File: src/rtl/sq_pkg.sv
// Shared types for the store queue: store-type encodings, queue entry layout,
// drain FSM states and the enqueue-time formatting helpers.
package sq_pkg;

  localparam logic [2:0] ST_BYTE = 3'b001;
  localparam logic [2:0] ST_HALF = 3'b010;
  localparam logic [2:0] ST_WORD = 3'b100;

  typedef struct packed {
    logic [29:0] addr;
    logic [3:0]  wmask;
    logic [31:0] wdata;
  } sq_entry_t;

  typedef enum logic {
    SQ_IDLE,
    SQ_REQ
  } sq_state_t;

  function automatic logic [3:0] fmt_mask(input logic [2:0] st_type, input logic [1:0] off);
    case (st_type)
      ST_BYTE: return 4'b0001 << off;
      ST_HALF: return off[1] ? 4'b1100 : 4'b0011;
      ST_WORD: return 4'b1111;
      default: return 4'b0000;
    endcase
  endfunction

  function automatic logic [31:0] fmt_data(input logic [2:0] st_type, input logic [31:0] value);
    case (st_type)
      ST_BYTE: return {4{value[7:0]}};
      ST_HALF: return {2{value[15:0]}};
      default: return value;
    endcase
  endfunction

endpackage

File: src/rtl/store_queue_if.sv
// Pipeline store path and D-side write port of the store queue.
// SQ_LOAD_FWD_EN adds the load-conflict lookup signals.
interface store_queue_if;
  logic        st_valid;
  logic        st_ready;
  logic [31:0] st_addr;
  logic [2:0]  st_type;
  logic [31:0] st_value;
  logic        st_misalign;
  logic        mem_req;
  logic [31:0] mem_addr;
  logic [3:0]  mem_wmask;
  logic [31:0] mem_wdata;
  logic        mem_ack;
  logic        sq_empty;
`ifdef SQ_LOAD_FWD_EN
  logic [31:0] ld_addr;
  logic        ld_conflict;
`endif

  modport slave (
    input  st_valid, st_addr, st_type, st_value, mem_ack,
    output st_ready, st_misalign, mem_req, mem_addr, mem_wmask, mem_wdata, sq_empty
`ifdef SQ_LOAD_FWD_EN
    , input ld_addr, output ld_conflict
`endif
  );

  modport master (
    output st_valid, st_addr, st_type, st_value, mem_ack,
    input  st_ready, st_misalign, mem_req, mem_addr, mem_wmask, mem_wdata, sq_empty
`ifdef SQ_LOAD_FWD_EN
    , output ld_addr, input ld_conflict
`endif
  );
endinterface

File: src/rtl/sq_fifo.sv
// In-order entry storage for the store queue: circular buffer with count.
// SQ_LOAD_FWD_EN exposes the raw entries and read pointer for the load compare.
module sq_fifo
  import sq_pkg::*;
#(
  parameter int unsigned DEPTH = 4
) (
  input  logic                     clk,
  input  logic                     reset,
  input  logic                     push,
  input  sq_entry_t                push_data,
  input  logic                     pop,
  output sq_entry_t                head,
  output logic [$clog2(DEPTH):0]   count,
  output logic                     full,
  output logic                     empty
`ifdef SQ_LOAD_FWD_EN
  ,
  output sq_entry_t                entries [DEPTH],
  output logic [$clog2(DEPTH)-1:0] rd_ptr
`endif
);
  localparam int unsigned PW = $clog2(DEPTH);
  localparam int unsigned CW = PW + 1;

  sq_entry_t     mem [DEPTH];
  logic [PW-1:0] wr_ptr;
`ifndef SQ_LOAD_FWD_EN
  logic [PW-1:0] rd_ptr;
`else
  assign entries = mem;
`endif

  // Payload storage needs no reset; validity is tracked by count alone.
  always_ff @(posedge clk) begin
    if (push) mem[wr_ptr] <= push_data;
  end

  always_ff @(posedge clk or posedge reset) begin
    if (reset) begin
      wr_ptr <= '0;
      rd_ptr <= '0;
      count  <= '0;
    end else begin
      if (push) wr_ptr <= wr_ptr + PW'(1);
      if (pop)  rd_ptr <= rd_ptr + PW'(1);
      count <= count + CW'(push) - CW'(pop);
    end
  end

  assign head  = mem[rd_ptr];
  assign full  = (count == CW'(DEPTH));
  assign empty = (count == '0);

endmodule

File: src/rtl/store_queue.sv
// Store queue: formats committed stores and drains them in order over req/ack.
// Optional feature macro: SQ_LOAD_FWD_EN (load address conflict detection).
module store_queue
  import sq_pkg::*;
#(
  parameter int unsigned DEPTH = 4
) (
  input logic          clk,
  input logic          reset,
  store_queue_if.slave sq
);
  localparam int unsigned PW = $clog2(DEPTH);
  localparam int unsigned CW = PW + 1;

  sq_entry_t     new_entry;
  sq_entry_t     head;
  logic [CW-1:0] count;
  logic [CW-1:0] count_nxt;
  logic          full;
  logic          empty;
  logic          push;
  logic          pop;
  logic          misalign;
  logic          req;
  sq_state_t     state;
  sq_state_t     state_nxt;
`ifdef SQ_LOAD_FWD_EN
  sq_entry_t     entries [DEPTH];
  logic [PW-1:0] rd_ptr;
  logic [PW-1:0] slot;
  logic          ld_hit;
`endif

  assign misalign = sq.st_valid &
                    ((sq.st_type[1] & sq.st_addr[0]) |
                     (sq.st_type[2] & (sq.st_addr[1:0] != 2'b00)));
  assign sq.st_misalign = misalign;
  // Ready depends on registered count only, so an ack never opens a full queue.
  assign sq.st_ready = ~full;
  assign push        = sq.st_valid & ~full & ~misalign;
  assign pop         = (state == SQ_REQ) & sq.mem_ack;
  assign count_nxt   = count + CW'(push) - CW'(pop);

  assign new_entry = '{addr:  sq.st_addr[31:2],
                       wmask: fmt_mask(sq.st_type, sq.st_addr[1:0]),
                       wdata: fmt_data(sq.st_type, sq.st_value)};

  sq_fifo #(
    .DEPTH(DEPTH)
  ) u_fifo (
    .clk      (clk),
    .reset    (reset),
    .push     (push),
    .push_data(new_entry),
    .pop      (pop),
    .head     (head),
    .count    (count),
    .full     (full),
    .empty    (empty)
`ifdef SQ_LOAD_FWD_EN
    ,
    .entries  (entries),
    .rd_ptr   (rd_ptr)
`endif
  );

  always_ff @(posedge clk or posedge reset) begin
    if (reset) state <= SQ_IDLE;
    else       state <= state_nxt;
  end

  // IDLE looks at the post-update count so a store enqueued now is requested next cycle.
  always_comb begin
    state_nxt = state;
    req       = 1'b0;
    case (state)
      SQ_IDLE: if (count_nxt != '0) state_nxt = SQ_REQ;
      SQ_REQ: begin
        req = 1'b1;
        if (pop && (count_nxt == '0)) state_nxt = SQ_IDLE;
      end
      default: state_nxt = SQ_IDLE;
    endcase
  end

  assign sq.mem_req   = req;
  assign sq.mem_addr  = req ? {head.addr, 2'b00} : '0;
  assign sq.mem_wmask = req ? head.wmask : '0;
  assign sq.mem_wdata = req ? head.wdata : '0;
  assign sq.sq_empty  = empty;

`ifdef SQ_LOAD_FWD_EN
  always_comb begin
    ld_hit = 1'b0;
    slot   = '0;
    for (int unsigned i = 0; i < DEPTH; i++) begin
      slot = rd_ptr + PW'(i);
      if ((CW'(i) < count) && (entries[slot].addr == sq.ld_addr[31:2]) &&
          (entries[slot].wmask != '0))
        ld_hit = 1'b1;
    end
  end
  assign sq.ld_conflict = ld_hit;
`endif

endmodule
File: src/flat_wrapper.sv
// flat-port wrapper written by rule: the top's interface ports become plain ports
module store_queue_flat import sq_pkg::*;
#(
  parameter int unsigned DEPTH = 4
)
  (clk, reset, sq_st_valid, sq_st_addr, sq_st_type, sq_st_value, sq_mem_ack, sq_st_ready, sq_st_misalign, sq_mem_req, sq_mem_addr, sq_mem_wmask, sq_mem_wdata, sq_sq_empty);
  store_queue_if sq_i ();
  input logic clk;
  input logic reset;
  input wire logic [$bits(sq_i.st_valid)-1:0] sq_st_valid;
  input wire logic [$bits(sq_i.st_addr)-1:0] sq_st_addr;
  input wire logic [$bits(sq_i.st_type)-1:0] sq_st_type;
  input wire logic [$bits(sq_i.st_value)-1:0] sq_st_value;
  input wire logic [$bits(sq_i.mem_ack)-1:0] sq_mem_ack;
  output wire logic [$bits(sq_i.st_ready)-1:0] sq_st_ready;
  output wire logic [$bits(sq_i.st_misalign)-1:0] sq_st_misalign;
  output wire logic [$bits(sq_i.mem_req)-1:0] sq_mem_req;
  output wire logic [$bits(sq_i.mem_addr)-1:0] sq_mem_addr;
  output wire logic [$bits(sq_i.mem_wmask)-1:0] sq_mem_wmask;
  output wire logic [$bits(sq_i.mem_wdata)-1:0] sq_mem_wdata;
  output wire logic [$bits(sq_i.sq_empty)-1:0] sq_sq_empty;
  assign sq_i.st_valid = sq_st_valid;
  assign sq_i.st_addr = sq_st_addr;
  assign sq_i.st_type = sq_st_type;
  assign sq_i.st_value = sq_st_value;
  assign sq_i.mem_ack = sq_mem_ack;
  assign sq_st_ready = sq_i.st_ready;
  assign sq_st_misalign = sq_i.st_misalign;
  assign sq_mem_req = sq_i.mem_req;
  assign sq_mem_addr = sq_i.mem_addr;
  assign sq_mem_wmask = sq_i.mem_wmask;
  assign sq_mem_wdata = sq_i.mem_wdata;
  assign sq_sq_empty = sq_i.sq_empty;
  store_queue #(.DEPTH(DEPTH)) u_core (.clk(clk), .reset(reset), .sq(sq_i));
endmodule
File: config.mk
export PLATFORM = sky130hd
export DESIGN_NAME = store_queue_flat
export DESIGN_NICKNAME = d
export VERILOG_FILES = /design/src/rtl/sq_pkg.sv /design/src/rtl/store_queue_if.sv /design/src/rtl/sq_fifo.sv /design/src/rtl/store_queue.sv /design/src/flat_wrapper.sv
export SDC_FILE = /design/constraint.sdc
export NUM_CORES = 1
export LEC_CHECK = 0
export ABC_AREA = 1
export CAP_MARGIN = 5
export CELL_PAD_IN_SITES_DETAIL_PLACEMENT = 1
export CELL_PAD_IN_SITES_GLOBAL_PLACEMENT = 1
export CORE_MARGIN = 2
export CORE_UTILIZATION = 35
export DETAILED_ROUTE_END_ITERATION = 16
export PLACE_DENSITY_LB_ADDON = 0.1
export SKIP_CTS_REPAIR_TIMING = 1
export SLEW_MARGIN = 20
export SYNTH_ARGS = -nofsm -noshare
export SYNTH_HDL_FRONTEND = slang
export SYNTH_SLANG_ARGS = --single-unit
File: constraint.sdc
create_clock -name clk -period 5.7 [get_ports clk]
set_input_delay 0.57 -clock clk [delete_from_list [all_inputs] [get_ports clk]]
set_output_delay 0.57 -clock clk [all_outputs]
set_load 0.01 [all_outputs]
==> impl_results.md, run 1 <==
* Status: finished, final reports clean
* DR pass1 iterations at 4
* Initial antenna violation count at 1
* Register area at 0.00813 sq mm
* Max-capacitance violation count at 0
* DR DRC count at 0
* Leakage at 5.20 nW
* Reg-to-reg critical path endpoint: u_core.u_fifo.mem[0][22]$_DFFE_PP_
* CTS Buffer Depth at 3
* Proportion of power drawn by combinational gates at 0.362
* Fin util at 0.443
* Clk slew on worst S/H paths at 0.06 ns
* Layout Skew at 0.0109 ns
* Core Region at 0.0317 sq mm
* Yosys top cell area share at 0.698
* Internal power at 4.88 mW
* Setup TNS at 0 ns
* CTS tree: built
* Final global-route overflow total at 0
* DIE AREA at 0.0339 sq mm
* Rel. slew slack at 0.309
* Multi-input gate area at 0.00281 sq mm
* Max H-tree Level at 1
* Row cnt at 65
* P_sw at 2.48 mW
* Max rail drop VDD at 0.000481 V
* Critical Path End Type: output port
* Final-stage net count at 1,211
* Die W at 184 um
* Crit-path max FO at 73
* Clock Power Share at 0.270
* P per Cell Area at 524 mW/mm^2
* Vias post-DR at 7,623
* Die Y at 184 um
* Sequential Power Share at 0.369
* Fmax at 246 MHz
* Pins Over Slew Limit at 0
* Clk root buf: clkbuf_16
* Worst Setup Path Type: reg2out
* Fin crit share at 0.714
* Post-route cell area at 0.0141 sq mm
* First DRT Iteration DRCs at 340
* WL final at 28.5 mm
* Yosys top cell by area: edfxtp_1
* Commonest cells after routing, fill and taps aside: nand2_1 (322), edfxtp_1 (264), clkdlybuf4s50_1 (140)
* R2R depth at 4
* CTS Buf Count at 31
* Post-Syn Area at 0.0114 sq mm
* Gr usage total at 0.172
* Final Setup Violations at 0
* # fillers at 3,416
* Vias in the first global route at 7,862
* Mean Syn Cell Area at 11.3 sq um
* Largest net degree at the start of global routing at 134
* CP arrival at 3.50 ns
* Detail Route Antenna Nets at 0
* Req. time, crit path at 5.13 ns
* WL/cell at 18.3 um
* Gate Count Post-Synth at 1,005
* Placed cells at 1,502
* Boundary pin count at 143
* Post-synth cell types at 28
* CP Launch Type: flop
* Worst hold path class: in2async
* Fin cells at 1,560
* Dpl hpwl at 17.1 mm
* Sw frac at 0.337
* I/O Buffers at 140
* Sequential area share after synthesis at 0.716
* Clk_lat worst skew at 0.55 ns
* Via density at 4.89
* Area Overhead vs Synth at 23.8%
* FF-to-FF Start: u_core.u_fifo.count[2]$_DFF_PP0_
* Starting density of the core at 0.358
* Post-DP Area at 0.0130 sq mm
* RSZ-0062 raised after global routing: no
* First-pass GRT wire length at 44.8 mm
* Syn. warnings at 0
* FF+latch count, synth at 272
* Synth area leaders: edfxtp_1 (70%), nand2_1 (11%), nor2_1 (4.6%)
* Worst slew pin tran at 1.04 ns
* Share of layout cells above drive strength 1 at 0.0553
* Routability congestion estimate at 0.783
* TritonCTS Sinks at 272
* Endpoints failing hold at 0
* Commonest non-fill, non-tap cell in the layout: nand2_1
* Min Clock Period, post-route at 4.07 ns
* R2R Setup Slk at 2.97 ns
how the worst max path moves through the flow:
stage                                        start                           endpoint  slack [ns]  depth (start not counted)
4_1_cts        u_core.u_fifo.rd_ptr[0]$_DFFE_PP0P_                   sq_mem_wdata[31]        1.46                          6
2_1_floorplan                        sq_st_addr[1]  u_core.u_fifo.mem[0][0]$_DFFE_PP_        1.43                          5
6_report       u_core.u_fifo.rd_ptr[0]$_DFFE_PP0P_                   sq_mem_wdata[31]        1.63                          6
3_3_place_gp   u_core.u_fifo.rd_ptr[0]$_DFFE_PP0P_                   sq_mem_wdata[31]        2.13                          6
3_5_place_dp   u_core.u_fifo.rd_ptr[0]$_DFFE_PP0P_                   sq_mem_wdata[31]        2.13                          6
5_1_grt        u_core.u_fifo.rd_ptr[0]$_DFFE_PP0P_                   sq_mem_wdata[31]        1.36                          6
cells in the mapped netlist, drive strengths merged:
library cell  number
xor2               1
clkinv             1
buf               36
o21a               1
ha                 6
nor2             141
clkbuf            20
a21oi             67
or2                1
nand3b             1
o21ai             66
nand3             43
nand2            322
dfrtp              8
inv               22
conb               1
fa                 1
edfxtp           264
o211ai             1
nor3               2
power by group through the flow:
stage / Combinational (mW) / Sequential [mW] / Clock (mW)
2_1_floorplan: 1.62 / 2.68 / 0
3_3_place_gp: 2.71 / 2.75 / 0
3_5_place_dp: 2.73 / 2.76 / 0
4_1_cts: 2.75 / 2.72 / 2.04
5_1_grt: 2.99 / 2.75 / 2.11
6_report: 2.66 / 2.71 / 1.98
cells by family (layout without fill, tap and decap cells):
kind of cell / count (synthesis) / after routing / synth area share
adders and majority gates: 7 / 7 / 0.00838
xor gates and xnor gates: 1 / 1 / 0.000772
AOI/OAI and AO/OA: 135 / 135 / 0.0600
DFF: 272 / 272 / 0.716
other: 1 / 3 / 0.000330
and+or+nand+nor: 510 / 510 / 0.175
buffers and inverters: 79 / 230 / 0.0392
final cells by class:
class | instances | area share
Multi-Input combinational cell | 655 | 0.200
Antenna cell | 1 | 0.000178
Clock buffer | 44 | 0.0608
Timing Repair Buffer | 150 | 0.106
Clock inverter | 13 | 0.0118
Sequential cell | 272 | 0.579
Inverter | 23 | 0.00668
Tap cell | 402 | 0.0358
flip-flops by register name, summed over array words and instances (netlist names):
signal	flops
u_core.state	1
u_core.u_fifo.count	3
u_core.u_fifo.mem	264
u_core.u_fifo.rd_ptr	2
u_core.u_fifo.wr_ptr	2
critical path: stages, from the launching register on:
cell and delay, ns:
dfrtp_4 0.89, buf_4 0.77, nor2_1 0.11, nor2_1 0.13
o21ai_0 0.10, a21oi_1 0.28, clkdlybuf4s50_1 0.59
per-layer routing:
metal / GRT usage / vias up / share of wire
li1: - / 3677 / -
met3: 0.0277 / 38 / 0.045
met2: 0.286 / 170 / 0.47
met4: 0.0371 / 0 / 0.017
met5: 0 / - / 0
met1: 0.239 / 3738 / 0.47
per-stage QoR:
step / hold WS [ns] / power, mW / setup WS, ns
after floorplan: 0.386 / 4.30 / 1.43
after global placement: 0.513 / 5.45 / 2.13
after detailed placement: 0.519 / 5.48 / 2.13
after CTS: 0.267 / 7.51 / 1.46
after global routing: 0.324 / 7.85 / 1.36
final: 0.280 / 7.36 / 1.63
No activity file was read; power rests on OpenSTA's default activity.
==> run 2, diff against run 1 <==
==> constraint.sdc (replaced) <==
create_clock -name clk -period 3.45 [get_ports clk]
set_input_delay 0.345 -clock clk [delete_from_list [all_inputs] [get_ports clk]]
set_output_delay 0.345 -clock clk [all_outputs]
set_load 0.01 [all_outputs]
==> run 2 against run 1 <==
Net effect:
- flip-flop and latch count did not move
- total power rose by 67%
- hold slack got worse by 0.24 ns
- non-clock buffer count rose by 10
- cell count rose by 0.64%
- sequential share of layout area fell by 0.61 points
- combinational power rose by 76%
- clock skew rose by 0.012 ns
- via count rose by 0.47%
- global-route usage fell by 0.090 points
==> impl_results.md, run 2 (same netlist as run 1, synthesis figures left out) <==
* Rel. slew slack at 0.483 (+0.174)
* Total power at 12.3 mW (+67%)
* I/O Buffers at 140 (unchanged)
* Worst Setup Path Type: reg2out
* CTS tree: built
* Multi-input gate area at 0.00281 sq mm (unchanged)
* Grt met1 use at 0.232 (-0.00734)
* Layout Skew at 0.0231 ns (+0.0122 ns)
* CP Launch Type: flop
* First-pass GRT wire length at 44.1 mm (-1.6%)
* Commonest cells after routing, fill and taps aside: nand2_1 (322), edfxtp_1 (264), clkdlybuf4s50_1 (140)
* Gr usage total at 0.171 (-0.000905)
* Clk slew on worst S/H paths at 0.06 ns (about the same)
* Die Y at 184 um (unchanged)
* First DRT Iteration DRCs at 481 (+41%)
* WL/cell at 18.3 um (+0.13%)
* DR DRC count at 0 (unchanged)
* CP bufs+invs at 2 (unchanged)
* Leakage at 5.27 nW (+1.5%)
* CTS Buffer Depth at 3 (unchanged)
* # fillers at 3,352 (-1.9%)
* Fin crit share at 0.927
* Fmax at 313 MHz
* Via density at 4.88 (-0.17%)
* Crit path max-delay family: buffers and inverters
* Crit-path max FO at 133 (+82%)
* Detail Route Antenna Nets at 0 (unchanged)
* Register area at 0.00813 sq mm (unchanged)
* R2R Setup Slk at 1.32 ns (-1.65 ns)
* FF-to-FF Start: u_core.u_fifo.count[2]$_DFF_PP0_
* Max H-tree Level at 1 (unchanged)
* GR Layer Usage met3 at 0.0297 (+0.00198)
* TritonCTS Sinks at 272 (unchanged)
* CP arrival at 2.85 ns (-0.65 ns)
* DR pass1 iterations at 5 (+1)
* RSZ-0062 raised after global routing: no
* Endpoints failing hold at 0 (unchanged)
* Grt peak-use layer: met2
* Clk_lat worst skew at 0.57 ns (+0.02 ns)
* Largest stage delay, worst path at 0.62 ns (-0.27 ns)
* Status: finished, final reports clean
* Die W at 184 um (unchanged)
* Starting density of the core at 0.358 (unchanged)
* Max-capacitance violation count at 0 (unchanged)
* Pins Over Slew Limit at 0 (unchanged)
* WHS at 0.0370 ns (-0.243 ns)
* WL final at 28.7 mm (+0.78%)
* Clk root buf: clkbuf_16
* P per Cell Area at 864 mW/mm^2 (+65%)
* Req. time, crit path at 3.11 ns (-2.02 ns)
* Routability congestion estimate at 0.797 (+1.8%)
* Largest net degree at the start of global routing at 134 (unchanged)
* Reg-to-reg critical path endpoint: u_core.state$_DFF_PP0_
* Largest registers: u_core.u_fifo.mem x264, u_core.u_fifo.count x3
* DIE AREA at 0.0339 sq mm (unchanged)
* Max rail drop VDD at 0.000456 V (-5.2%)
* CP cell instances: buf_12 > nor2_1 > nor2_1 > o21ai_0 > a21oi_1 > clkdlybuf4s50_1
* Biggest register: u_core.u_fifo.mem
* Share of layout cells above drive strength 1 at 0.0660 (+0.0107)
* R2R depth at 8 (+4)
* Row cnt at 65 (unchanged)
* Most common cell on crit path: nor2_1
* Placed cells at 1,512 (+0.67%)
* Max reg flops at 264 (unchanged)
* Worst hold path class: in2async
* Worst-path cell with the longest stage delay: clkdlybuf4s50_1
* Initial antenna violation count at 2 (+1)
* Dpl hpwl at 17.0 mm (-0.88%)
* CTS Buf Count at 30 (-3.2%)
* Min Clock Period, post-route at 3.20 ns
* Final-stage net count at 1,220 (+0.74%)
* Critical Path End Type: output port
* Worst slew pin tran at 0.775 ns (-0.261 ns)
* Met2 Use GR at 0.290 (+0.00453)
* Final global-route overflow total at 0 (unchanged)
* Core Region at 0.0317 sq mm (unchanged)
* Vias in the first global route at 7,709 (-1.9%)
* Area Overhead vs Synth at 25.1%
* Boundary pin count at 143 (unchanged)
* Fin cells at 1,570 (+0.64%)
* Vias post-DR at 7,659 (+0.47%)
* Final Setup Violations at 0 (unchanged)
* Commonest non-fill, non-tap cell in the layout: nand2_1
[run 2: area by class of cell]
| class | count | share of cell area |
|---|---|---|
| Sequential cell | 272 | 0.573 |
| Clock inverter | 22 | 0.0169 |
| Clock buffer | 34 | 0.0539 |
| Timing Repair Buffer | 160 | 0.116 |
| Antenna cell | 2 | 0.000352 |
| Multi-Input combinational cell | 655 | 0.198 |
| Inverter | 23 | 0.00661 |
| Tap cell | 402 | 0.0354 |
[run 2: metrics by stage]
stage / area, sq um / worst slack (ns) / setup TNS (ns) / util
6_report: 14200 / 0.253 / 0 / 0.448
3_5_place_dp: 13200 / 0.783 / 0 / 0.416
4_1_cts: 14200 / 0.247 / 0 / 0.448
2_1_floorplan: 11400 / -0.599 / -158.22 / -
5_1_grt: 14200 / 0.0865 / 0 / 0.448
3_3_place_gp: 13200 / 0.841 / 0 / 0.416
[run 2: power breakdown]
part | internal (mW) | switching (mW)
sequential | 4.22 | 0.138
combinational | 1.95 | 2.73
clock | 1.96 | 1.26
[run 2: how the worst max path moves through the flow]
| stage | start | to | slack, ns | cells past startpoint |
|---|---|---|---|---|
| after floorplan | sq_st_addr[1] | u_core.u_fifo.mem[0][0]$_DFFE_PP_ | -0.60 | 5 |
| after global placement | sq_st_valid | u_core.state$_DFF_PP0_ | 0.84 | 10 |
| after detailed placement | sq_st_addr[1] | u_core.state$_DFF_PP0_ | 0.78 | 11 |
| after CTS | u_core.u_fifo.rd_ptr[0]$_DFFE_PP0P_ | sq_mem_wdata[31] | 0.25 | 6 |
| after global routing | u_core.u_fifo.rd_ptr[0]$_DFFE_PP0P_ | sq_mem_wdata[14] | 0.09 | 6 |
| final | u_core.u_fifo.rd_ptr[0]$_DFFE_PP0P_ | sq_mem_wdata[15] | 0.25 | 6 |
[run 2: metal layers]
metal  part of all wire  up-vias
li1                   -     3701
met1               0.45     3753
met2               0.48      168
met3              0.050       37
met4              0.018        0
met5                  0        -
==> run 3, diff against run 2 <==
--- a/config.mk
+++ b/config.mk
@@ -10,7 +10,7 @@
 export CELL_PAD_IN_SITES_DETAIL_PLACEMENT = 1
 export CELL_PAD_IN_SITES_GLOBAL_PLACEMENT = 1
 export CORE_MARGIN = 2
-export CORE_UTILIZATION = 35
+export CORE_UTILIZATION = 40
 export DETAILED_ROUTE_END_ITERATION = 16
 export PLACE_DENSITY_LB_ADDON = 0.1
 export SKIP_CTS_REPAIR_TIMING = 1
==> run 3 against run 2 <==
Net effect:
- via count about the same
- cell area down 0.72%
- register-to-register slack worse by 0.07 ns
- clock skew down 0.0031 ns
- sequential share of layout area up 0.42 points
- hold slack better by 0.0071 ns
- routed wire length down 2.1%
- global-route usage up 2.3 points
- cell count down 1.5%
- critical path depth up 1
- combinational power down 2%
==> impl_results.md, run 3 (same netlist as run 1, synthesis figures left out) <==
* Most common cell on crit path: nand2_1
* Commonest non-fill, non-tap cell in the layout: nand2_1
* Vias post-DR at 7,664 (+0.065%)
* Post-DP Area at 0.0132 sq mm (-0.21%)
* Die W at 172 um (-6.3%)
* Fin crit share at 0.933 (+0.00613)
* P_sw at 4.11 mW (-0.55%)
* Largest registers: u_core.u_fifo.mem x264, u_core.u_fifo.count x3
* DIE AREA at 0.0297 sq mm (-12%)
* Worst-path cell with the longest stage delay: dfrtp_4
* Multi-input gate area at 0.00281 sq mm (unchanged)
* DR pass1 iterations at 4 (-1)
* Row cnt at 61 (-6.2%)
* DR DRC count at 0 (unchanged)
* CTS Buffer Depth at 3 (unchanged)
* Sequential Power Share at 0.368 (+0.012)
* Register area at 0.00813 sq mm (unchanged)
* CP arrival at 2.87 ns (+0.02 ns)
* WL final at 28.1 mm (-2.1%)
* Pins Over Slew Limit at 0 (unchanged)
* Gr usage total at 0.194 (+0.0227)
* Clk_lat worst skew at 0.56 ns (about the same)
* Status: finished, final reports clean
* Reg-to-reg critical path endpoint: u_core.state$_DFF_PP0_
* Rel. slew slack at 0.622 (+0.139)
* Share of layout cells above drive strength 1 at 0.0668 (+0.000800)
* Dpl hpwl at 17.1 mm (+0.61%)
* Area Overhead vs Synth at 24.2%
* Largest net degree at the start of global routing at 109 (-19%)
* Proportion of power drawn by combinational gates at 0.383 (about the same)
* Worst Setup Path Type: reg2out
* CP Launch Type: flop
* Max-capacitance violation count at 0 (unchanged)
* Worst slew pin tran at 0.567 ns (-0.208 ns)
* Post-route cell area at 0.0141 sq mm (-0.72%)
* Critical Path End Type: output port
* Worst hold path class: in2async
* Internal power at 7.90 mW (-2.9%)
* CP cell instances: inv_6 > buf_4 > nand2_1 > nand2_1 > nand2_1 > a21oi_1 > clkdlybuf4s50_1
* WL/cell at 18.2 um (-0.58%)
* Max reg flops at 264 (unchanged)
* Die Y at 172 um (-6.3%)
* FF-to-FF Start: u_core.u_fifo.count[2]$_DFF_PP0_
* Clock Power Share at 0.250 (-0.012)
* Max H-tree Level at 1 (unchanged)
* Routability congestion estimate at 0.762 (-4.4%)
* Pre-CTS setup slack at 0.659 ns (-0.123 ns)
* RSZ-0062 raised after global routing: no
* Clk root buf: clkbuf_16
* First DRT Iteration DRCs at 336 (-30%)
* TritonCTS Sinks at 272 (unchanged)
* Biggest register: u_core.u_fifo.mem
* Final global-route overflow total at 0 (unchanged)
* Placed cells at 1,490 (-1.5%)
* Initial antenna violation count at 1 (-1)
* Largest stage delay, worst path at 0.63 ns (about the same)
* Endpoints failing hold at 0 (unchanged)
* Req. time, crit path at 3.11 ns (about the same)
* I/O Buffers at 140 (unchanged)
* Crit-path max FO at 49 (-63%)
* Final setup margin at 0.232 ns (-0.0212 ns)
* Commonest cells after routing, fill and taps aside: nand2_1 (322), edfxtp_1 (264), clkdlybuf4s50_1 (140)
* P per Cell Area at 851 mW/mm^2 (-1.4%)
* Fin cells at 1,546 (-1.5%)
* Final-stage net count at 1,222 (+0.16%)
* Max rail drop VDD at 0.000429 V (-5.9%)
* Starting density of the core at 0.407 (+0.0496)
* Core Region at 0.0279 sq mm (-12%)
* Final Setup Violations at 0 (unchanged)
* CTS Buf Count at 30 (unchanged)
* R2R depth at 8 (unchanged)
* CTS tree: built
* Layout Skew at 0.0199 ns (-0.00315 ns)
* # fillers at 2,956 (-12%)
* Vias in the first global route at 8,069 (+4.7%)
* Boundary pin count at 143 (unchanged)
* Sw frac at 0.342 (+0.00547)
* Leakage at 5.23 nW (-0.85%)
* Clk slew on worst S/H paths at 0.06 ns (about the same)
* Via density at 4.96 (+1.6%)
* R2R Setup Slk at 1.25 ns (-0.07 ns)
* First-pass GRT wire length at 43.9 mm (-0.47%)
* Detail Route Antenna Nets at 0 (unchanged)
* Min Clock Period, post-route at 3.22 ns (+0.0212 ns)
* Fmax at 311 MHz (-0.66%)
## run 3: critical path, delay by kind of cell (launching register included)
| kind | cells | cell delay [ns] |
|---|---|---|
| buffers and inverters | 3 | 1.25 |
| AOI/OAI and AO/OA | 1 | 0.22 |
| DFF | 1 | 0.63 |
| and+or+nand+nor | 3 | 0.21 |
## run 3: power groups by stage
stage	registers (mW)	clock network, mW	logic [mW]
floorplan	4.43	0	2.67
global placement	4.46	0	4.61
detailed placement	4.48	0	4.69
CTS	4.42	3.07	4.72
global route	4.46	3.20	5.14
finish	4.41	3.00	4.60
## run 3: final cells by class
class	count	area share
repair buffers	162	0.117
multi-input cells	655	0.199
diodes	1	0.000177
inverters	23	0.00666
flip-flops and latches	272	0.577
clock buffers	34	0.0543
clock inverters	21	0.0119
well taps	378	0.0335
## run 3: how the worst max path moves through the flow
stage                                             start                           endpoint  slack (ns)  cells past startpoint
detailed placement                        sq_st_addr[0]             u_core.state$_DFF_PP0_        0.66                     11
finish              u_core.u_fifo.rd_ptr[0]$_DFFE_PP0P_                    sq_mem_addr[25]        0.23                      7
CTS                 u_core.u_fifo.rd_ptr[0]$_DFFE_PP0P_                   sq_mem_wdata[31]        0.13                      6
global route        u_core.u_fifo.rd_ptr[0]$_DFFE_PP0P_                    sq_mem_addr[16]        0.06                      7
floorplan                                 sq_st_addr[1]  u_core.u_fifo.mem[0][0]$_DFFE_PP_       -0.60                      5
global placement    u_core.u_fifo.rd_ptr[0]$_DFFE_PP0P_                   sq_mem_wdata[31]        0.77                      6
## run 3: routing by layer
metal  routed length [um]  global-route usage
met4                  516              0.0482
met2                14100               0.345
met1                12300               0.247
met3                 1240              0.0318
met5                    0                   0
## run 3: metrics by stage
| stage | hold WS, ns | util | power (mW) | setup TNS (ns) |
|---|---|---|---|---|
| after floorplan | 0.161 | - | 7.10 | -158.22 |
| after global placement | 0.513 | 0.473 | 9.07 | 0 |
| after CTS | 0.0351 | 0.506 | 12.2 | 0 |
| after detailed placement | 0.524 | 0.473 | 9.17 | 0 |
| after global routing | 0.0787 | 0.506 | 12.8 | 0 |
| final | 0.0441 | 0.506 | 12.0 | 0 |
